## config.mk

```make
export PLATFORM = sky130hd
export DESIGN_NAME = modexp_engine
export DESIGN_NICKNAME = d
export VERILOG_FILES = /design/src/rtl/modexp_engine.sv
export SDC_FILE = /design/constraint.sdc
export NUM_CORES = 1
export LEC_CHECK = 0
export CAP_MARGIN = 20
export CORE_ASPECT_RATIO = 1.25
export CORE_MARGIN = 2
export CORE_UTILIZATION = 50
export CTS_CLUSTER_DIAMETER = 200
export DETAILED_ROUTE_END_ITERATION = 12
export PLACE_DENSITY = 0.81
export SYNTH_ARGS = -nofsm -noshare
export SYNTH_HDL_FRONTEND = slang
export SYNTH_SLANG_ARGS = --single-unit
```

## constraint.sdc

```tcl
create_clock -name clk_in -period 20.6 [get_ports clk_in]
set_input_delay 4.12 -clock clk_in [delete_from_list [all_inputs] [get_ports clk_in]]
set_output_delay 4.12 -clock clk_in [all_outputs]
set_load 0.02 [all_outputs]
```

## src/rtl/modexp_engine.sv

```systemverilog
// Modular exponentiation engine: right-to-left square-and-multiply over a bit-serial interleaved modmul.
// Optional MODEXP_EARLY_EXIT_EN skips zero-bit multiplies and stops at the last set exponent bit.
module modexp_engine #(
    parameter int WIDTH     = 16,
    parameter int EXP_WIDTH = 16
) (
    input  logic                 clk_in,
    input  logic                 rst_n_in,
    input  logic                 start_in,
    input  logic [WIDTH-1:0]     value_in,
    input  logic [WIDTH-1:0]     modulus_in,
    input  logic [EXP_WIDTH-1:0] exponent_in,
    output logic [WIDTH-1:0]     value_out,
    output logic                 busy_out,
    output logic                 valid_out,
    output logic                 error_out
);

    // state    | meaning
    // S_IDLE   | waiting for start_in
    // S_REDUCE | base = value mod m
    // S_MUL    | result = result * base mod m (written only for a set exponent bit)
    // S_SQR    | base = base * base mod m, then exponent >> 1
    // S_DONE   | publish result, pulse valid_out
    typedef enum logic [2:0] {S_IDLE, S_REDUCE, S_MUL, S_SQR, S_DONE} state_t;

    localparam int AW = WIDTH + 2;
    localparam int CW = (WIDTH > 1) ? $clog2(WIDTH) : 1;
    localparam logic [CW-1:0] CNT_MAX = CW'(WIDTH - 1);

    state_t               r_state, w_state_next;
    logic [WIDTH-1:0]     r_mod, r_base, r_result, r_opa, r_acc;
    logic [EXP_WIDTH-1:0] r_exp;
    logic [CW-1:0]        r_cnt;
`ifndef MODEXP_EARLY_EXIT_EN
    localparam int BW = (EXP_WIDTH > 1) ? $clog2(EXP_WIDTH) : 1;
    logic [BW-1:0]        r_bit_cnt;
`endif

    logic                 w_accept, w_last, w_unused_hi;
    logic [EXP_WIDTH-1:0] w_exp_shr;
    logic [WIDTH-1:0]     w_opb, w_prod, w_base_nxt, w_result_nxt, w_opa_load;
    logic [AW-1:0]        w_addend, w_sum, w_m, w_sub1, w_red;

    assign w_accept  = start_in && !busy_out;
    assign w_last    = (r_cnt == '0);
    assign w_exp_shr = r_exp >> 1;

    // One interleaved step: r = 2r + a_i*b, then at most two subtractions keep r < m.
    assign w_opb       = (r_state == S_REDUCE) ? WIDTH'(1) : r_base;
    assign w_addend    = r_opa[WIDTH-1] ? {2'b00, w_opb} : '0;
    assign w_sum       = {1'b0, r_acc, 1'b0} + w_addend;
    assign w_m         = {2'b00, r_mod};
    assign w_sub1      = (w_sum >= w_m) ? (w_sum - w_m) : w_sum;
    assign w_red       = (w_sub1 >= w_m) ? (w_sub1 - w_m) : w_sub1;
    assign w_prod      = w_red[WIDTH-1:0];
    assign w_unused_hi = |w_red[AW-1:WIDTH];

    assign w_base_nxt   = (w_last && (r_state == S_REDUCE || r_state == S_SQR)) ? w_prod : r_base;
    assign w_result_nxt = (w_last && r_state == S_MUL && r_exp[0]) ? w_prod : r_result;
    assign w_opa_load   = (w_state_next == S_MUL) ? w_result_nxt : w_base_nxt;

    always_ff @(posedge clk_in or negedge rst_n_in) begin
        if (!rst_n_in) r_state <= S_IDLE;
        else           r_state <= w_state_next;
    end

    always_comb begin
        w_state_next = r_state;
        case (r_state)
            S_IDLE:   if (w_accept) w_state_next = (modulus_in == '0) ? S_DONE : S_REDUCE;
            S_REDUCE: if (w_last) begin
`ifdef MODEXP_EARLY_EXIT_EN
                if (r_exp == '0)  w_state_next = S_DONE;
                else if (r_exp[0]) w_state_next = S_MUL;
                else               w_state_next = S_SQR;
`else
                w_state_next = S_MUL;
`endif
            end
            S_MUL:    if (w_last) begin
`ifdef MODEXP_EARLY_EXIT_EN
                w_state_next = (w_exp_shr == '0) ? S_DONE : S_SQR;
`else
                w_state_next = S_SQR;
`endif
            end
            S_SQR:    if (w_last) begin
`ifdef MODEXP_EARLY_EXIT_EN
                w_state_next = w_exp_shr[0] ? S_MUL : S_SQR;
`else
                w_state_next = (r_bit_cnt == '0) ? S_DONE : S_MUL;
`endif
            end
            S_DONE:   w_state_next = S_IDLE;
            default:  w_state_next = S_IDLE;
        endcase
    end

    always_ff @(posedge clk_in or negedge rst_n_in) begin
        if (!rst_n_in) begin
            r_mod     <= '0;
            r_base    <= '0;
            r_result  <= '0;
            r_opa     <= '0;
            r_acc     <= '0;
            r_exp     <= '0;
            r_cnt     <= '0;
`ifndef MODEXP_EARLY_EXIT_EN
            r_bit_cnt <= '0;
`endif
            value_out <= '0;
            busy_out  <= 1'b0;
            valid_out <= 1'b0;
            error_out <= 1'b0;
        end else begin
            valid_out <= 1'b0;
            case (r_state)
                S_IDLE: if (w_accept) begin
                    r_mod     <= modulus_in;
                    r_exp     <= exponent_in;
                    r_opa     <= value_in;
                    r_acc     <= '0;
                    r_cnt     <= CNT_MAX;
                    r_base    <= '0;
                    r_result  <= (modulus_in == WIDTH'(1)) ? '0 : WIDTH'(1);
`ifndef MODEXP_EARLY_EXIT_EN
                    r_bit_cnt <= BW'(EXP_WIDTH - 1);
`endif
                    busy_out  <= 1'b1;
                    error_out <= 1'b0;
                end
                S_REDUCE, S_MUL, S_SQR: begin
                    r_base   <= w_base_nxt;
                    r_result <= w_result_nxt;
                    if (w_last) begin
                        r_acc <= '0;
                        r_cnt <= CNT_MAX;
                        r_opa <= w_opa_load;
                        if (r_state == S_SQR) begin
                            r_exp <= w_exp_shr;
`ifndef MODEXP_EARLY_EXIT_EN
                            r_bit_cnt <= r_bit_cnt - 1'b1;
`endif
                        end
                    end else begin
                        r_acc <= w_prod;
                        r_cnt <= r_cnt - 1'b1;
                        r_opa <= r_opa << 1;
                    end
                end
                S_DONE: begin
                    value_out <= (r_mod == '0) ? '0 : r_result;
                    error_out <= (r_mod == '0);
                    valid_out <= 1'b1;
                    busy_out  <= 1'b0;
                end
                default: ;
            endcase
        end
    end

endmodule
```

==> metrics, run 1 <==
status complete, no violations; Crit path depth 34; Num CTS Buffers 17; CP Max Fanout 25; Synth Area in Adders 0.08318; I/O Buffers 69; Synth Net Count 1070; Fin. Hold Viols 0; Synth-to-Final Area Change 17.30%; Final setup viols 0; Avg Inst Size Synth about 8.5 um^2; Initial DRC Count about 660; Hold WC Path Type register to register; final wirelength 22780 um; n_diodes 0; Die Height ~150 um; most frequent cells in the layout nand2_1, o21ai_0, dfrtp_1; Post-DRT Antenna Nets 0; critical path endpoint category register; 1st-pass router iterations 5; post-synthesis cell area between 8000 and 9000 um^2; achievable clock frequency 115.2 MHz; Core Area around 16000 um^2; fraction of synthesized area in multiplexers 0.04098; Max Cap Viol 0; period utilisation layout 0.4216; I/O pin count 70; routability cong. 0.9088; number of global-route vias before repair 7142; Layout Nets 1130; Worst EP required 20870 ps; commonest non-fill, non-tap cell in the layout nand2_1; pin count of the biggest net entering global routing between 80 and 90; CP bufs+invs 3; hpwl dp 16860 um; R2R cell count 34; Slew Limit Fails 0; Crit Path Category register to register; crit path max-delay cell type nor3_4; register area 3153 um^2; Main synth FF type dfrtp_1; GRT overflow 0; first-pass GRT wire length 36930 um; Critical R2R Launch r_state[2]; H-tree levels 4; routed vias/inst 5.914; post-CTS sizing 0; termination of the worst setup path r_base[4]; Multi-input gate area between 4000 and 5000 um^2; post-synthesis xor/xnor area fraction 0.03506; flop2flop setup slack 11920 ps; synthesized flop and latch total about 130; clock skew 8.991 ps; Yosys warnings 0; layout cells sized above 1 0.07218; Worst path max stage delay 710 ps; die area 17530 um^2; type of origin of the critical path register; Top Family by Delay on Critical Path simple AND/OR/NAND/NOR gates; clk_lat worst skew 420 ps; complex-gate fraction of the synthesized area 0.2360; ys async rst share 1.000; Cells after Synth 966; final worst path period need 8684 ps; worst slew pin tran 1086 ps; CTS tree done; distinct cell type count after synthesis 71; RSZ-0062 raised after global routing false; CTS Buffer Depth 2; overall die width 118.8 um; Fillers 1395; Avg WL per Cell 18.15 um; Starting Density 0.5088; Arrival @ worst endpoint 8950 ps; row cnt 52; Sink Count 126; initial antenna violation count 0; Post-synth EDFFs 0; drc violations 0; # hold bufs at CTS 0; Reg clk slew, reported paths around 60 ps; R2R Path End r_base[4]; sequential cell area fraction in the yosys report 0.3825; setup TNS 0 ps; Root Buffer clkbuf_16; vias approximately 7400; Critical path origin r_state[2]; combinational family with the most area after synthesis compound AO/OA/AOI/OAI gates; post-CTS setup buffers 0; Worst slew margin 0.2736; Synth Area in Simple Gates 0.1856; global-route usage over all layers 0.2655
[logic make-up after synthesis]
group                    count (synthesis)
AND/OR/NAND/NOR                        335
AO/OA/AOI/OAI                          315
flip-flops                             126
buffers and inverters                   72
adder cells (fa/ha/maj)                 53
XOR/XNOR                                33
multiplexers                            32
[sequential cells by signal, summed over array words and instances, names as in the netlist, 3 cells and up]
signal / cells
r_opa: 16
r_exp: 16
r_state: 3
r_base: 16
r_result: 16
value_out: 16
r_acc: 16
r_bit_cnt: 4
r_cnt: 4
r_mod: 16
[metrics by stage]
| step | utilization | cells | area [um^2] | setup WS, ps | hold slack, ps |
|---|---|---|---|---|---|
| finish | 0.5968 | 1255 | 9669 | 11920 | 493.0 |
| global route | 0.5968 | 1255 | 9669 | 11120 | 511.7 |
| CTS | 0.5959 | 1253 | 9654 | 11990 | 498.4 |
| detailed placement | 0.5607 | 1221 | 9084 | 12030 | 486.5 |
| global placement | 0.5607 | 1221 | 9084 | 12230 | 469.0 |
| floorplan | - | 966 | 8243 | 13420 | 456.3 |
[layer usage]
layer  part of all wire  GRT usage
met1               0.41     0.3335
met2               0.50     0.4560
met3              0.056    0.03935
met4              0.034     0.1131
met5                  0          0
[cell usage after synthesis (2+ instances only)]
master     count  area [um^2]
xnor2_1       20        175.2
o21ai_0      128        640.6
fa_1           3        60.06
nand4_1        9        56.30
and4_1         2        17.52
nor2_1        83        311.6
nor2b_1       12        75.07
a211o_1        2        17.52
nand2_1      146        548.0
or2_2          4        25.02
nand3_1       13        65.06
buf_2          2        10.01
a211oi_1       8        60.06
nand2b_1      12        75.07
o21ai_2        4        35.03
nor4_1         9        56.30
or3_1          2        12.51
and3_1         2        12.51
o22ai_1       17        106.4
o211ai_1       8        60.06
mux2_2         6        67.56
and2_1        16        100.1
o2111ai_1      2        17.52
a21boi_0       2        15.01
o31a_1         4        35.03
or3_2          2        15.01
a21oi_1       53        265.3
mux2_4         2        30.03
clkbuf_1      31        116.4
a2111o_1       2        22.52
xor2_1        13        113.9
ha_1          50        625.6
a21o_1         8        60.06
nor3_1        11        55.05
mux2i_1       24        240.2
o31ai_1        9        67.56
nor3b_1        3        22.52
a31o_2         2        17.52
o21ai_1       12        60.06
and3_2         2        15.01
dfrtp_1      126         3153
a31oi_1        4        25.02
a22o_1        22        192.7
o21a_1        12        90.09
inv_1         36        135.1
[layout make-up]
cell class	instances	share of cell area
Clock buffer	18	0.04542
Tap cell	216	0.02795
Clock inverter	14	0.01359
Timing Repair Buffer	77	0.07738
Inverter	36	0.01398
Multi-Input combinational cell	768	0.4956
Sequential cell	126	0.3261
[how the worst min path moves through the flow]
stage / startpoint / to / slack (ps) / depth (start not counted)
2_1_floorplan: r_acc[0] / r_acc[0] / 460 / 2
3_3_place_gp: r_acc[8] / r_acc[8] / 470 / 2
3_5_place_dp: r_acc[4] / r_acc[4] / 490 / 2
4_1_cts: r_cnt[3] / r_cnt[3] / 500 / 1
5_1_grt: value_out[5] / value_out[5] / 510 / 1
6_report: r_cnt[3] / r_cnt[3] / 490 / 1
Power of run 1 is left out: the tool's default activity adds up to more than one toggle a clock period on the data nets, which glitch-free logic cannot reach.
==> run 2, diff against run 1 <==
Clock period 20.6 ns to 8.7 ns, I/O delays scaled along.
==> run 2 against run 1 <==
Effect of this change: sequential cell count stayed put; first-iteration DRC count is 2.9% higher; setup slack worse by 11000 ps; via count is 0.94% higher; worst hold slack better by 6.3 ps; wire length is 0.67% lower; core utilization is 0.53 points higher; clock-buffer cell count is 1 lower; sequential share of layout area is 0.28 points lower; largest cell class unchanged.
==> metrics, run 2 (synthesis results as in run 1) <==
row cnt 52 (unchanged); Root Buffer clkbuf_16; status complete, no violations; period utilisation layout 0.9284 (+0.5068); Worst EP required 8990 ps (-11880 ps); pin count of the biggest net entering global routing 80 (-2.4%); Core Util, Final 0.6021 (+0.005252); post-CTS setup buffers 0 (unchanged); Core Area 16200 um^2 (unchanged); Synth-to-Final Area Change 18.34%; final wirelength 22630 um (-0.67%); type of origin of the critical path register; clk_lat worst skew 420 ps (about the same); final worst path period need 8077 ps (-607.5 ps); Sink Count 126 (unchanged); Post-DRT Antenna Nets 0 (unchanged); I/O Buffers 69 (unchanged); setup TNS 0 ps (unchanged); Num CTS Buffers 17 (unchanged); vias 7492 (+0.94%); Starting Density 0.5088 (unchanged); Worst path max stage delay 560 ps (-150 ps); CTS Buffer Depth 2 (unchanged); GRT overflow 0 (unchanged); hpwl dp 16880 um (+0.10%); critical path endpoint category register; Die Height 147.6 um (unchanged); initial antenna violation count 0 (unchanged); Worst slew margin 0.2994 (+0.02581); I/O pin count 70 (unchanged); CP Max Fanout 15 (-40%); # hold bufs at CTS 0 (unchanged); Initial DRC Count 681 (+2.9%); commonest non-fill, non-tap cell in the layout nand2_1; Fin. Hold Viols 0 (unchanged); most frequent cells in the layout nand2_1, o21ai_0, dfrtp_1; drc violations 0 (unchanged); Hold WC Path Type register to register; achievable clock frequency 123.8 MHz (+7.5%); Fillers 1352 (-3.1%); first-pass GRT wire length 36540 um (-1.0%); 1st-pass router iterations 6 (+1); post-CTS sizing 0 (unchanged); Post-Place Cells 1225 (+0.33%); n_diodes 0 (unchanged); RSZ-0062 raised after global routing false; CTS tree done; crit path max-delay cell type a2111oi_1; hold slack final 499.4 ps (+6.348 ps); Max Cap Viol 0 (unchanged); layout cells sized above 1 0.07574 (+0.003558); global-route usage over all layers 0.2599 (-0.005571); Slew Limit Fails 0 (unchanged); H-tree levels 4 (unchanged); Arrival @ worst endpoint 8370 ps (-580 ps); number of global-route vias before repair 7204 (+0.87%); die area 17530 um^2 (unchanged); worst slew pin tran 1047 ps (-38.58 ps); routability cong. 0.9345 (+2.8%); Layout Nets 1134 (+0.35%); routed vias/inst 5.951 (+0.62%); Crit Path Category register to register; Avg WL per Cell 17.97 um (-0.99%); overall die width 118.8 um (unchanged); non-filler instance count after layout 1259 (+0.32%); Final setup viols 0 (unchanged); clock skew 8.349 ps (-0.6424 ps); Reg clk slew, reported paths 60 ps (about the same)
run 2: cell types whose count changed in the layout (fill, tap and decap cells not counted):
cell,previous run,this run
clkinv_4,1,3
clkinvlp_4,4,1
clkbuf_8,1,0
clkinv_2,2,0
inv_8,0,2
a2111oi_0,1,0
a2111oi_1,0,1
bufinv_16,1,3
buf_4,9,13
run 2: final cells by class:
type                            instances  area, um^2  area share
Sequential cell                       126        3153      0.3232
Clock inverter                         15       198.9     0.02040
Timing Repair Buffer                   81       778.2     0.07978
Inverter                               36       135.1     0.01385
Multi-Input combinational cell        768        4793      0.4914
Clock buffer                           17       425.4     0.04361
Tap cell                              216       270.3     0.02771
run 2: worst max-delay path, delay by kind of cell (launching register included):
kind	cells	cell delay (ps)
xor gates and xnor gates	2	330
DFF	1	490
buffers and inverters	4	460
muxes	2	730
AOI/OAI and AO/OA	12	2820
and+or+nand+nor	11	1910
adders and majority gates	4	1210
run 2: worst paths after layout:
path / cells past startpoint / endpoint / startpoint / slack, ps
worst min-delay path: 2 / r_acc[4] / r_acc[4] / 500
worst max register to register: 35 / r_opa[15] / r_state[2] / 620
min in group asynchronous: 1 / r_exp[6] / rst_n_in / 1320
max in group asynchronous: 2 / r_base[10] / rst_n_in / 5970
worst min register to register: 2 / r_acc[4] / r_acc[4] / 500
worst max-delay path: 35 / r_opa[15] / r_state[2] / 620
run 2: stage by stage:
stage	cell area (um^2)	setup WS, ps
after floorplan	8243	1524
after global placement	9114	924.0
after detailed placement	9114	692.2
after CTS	9738	611.5
after global routing	9754	3.301
final	9754	623.2
run 2: layer usage:
metal,global-route usage,share of wire
met1,0.3217,0.42
met5,0,0
met2,0.4376,0.48
met4,0.1357,0.047
met3,0.04167,0.053
Power of run 2 is left out for the same reason.
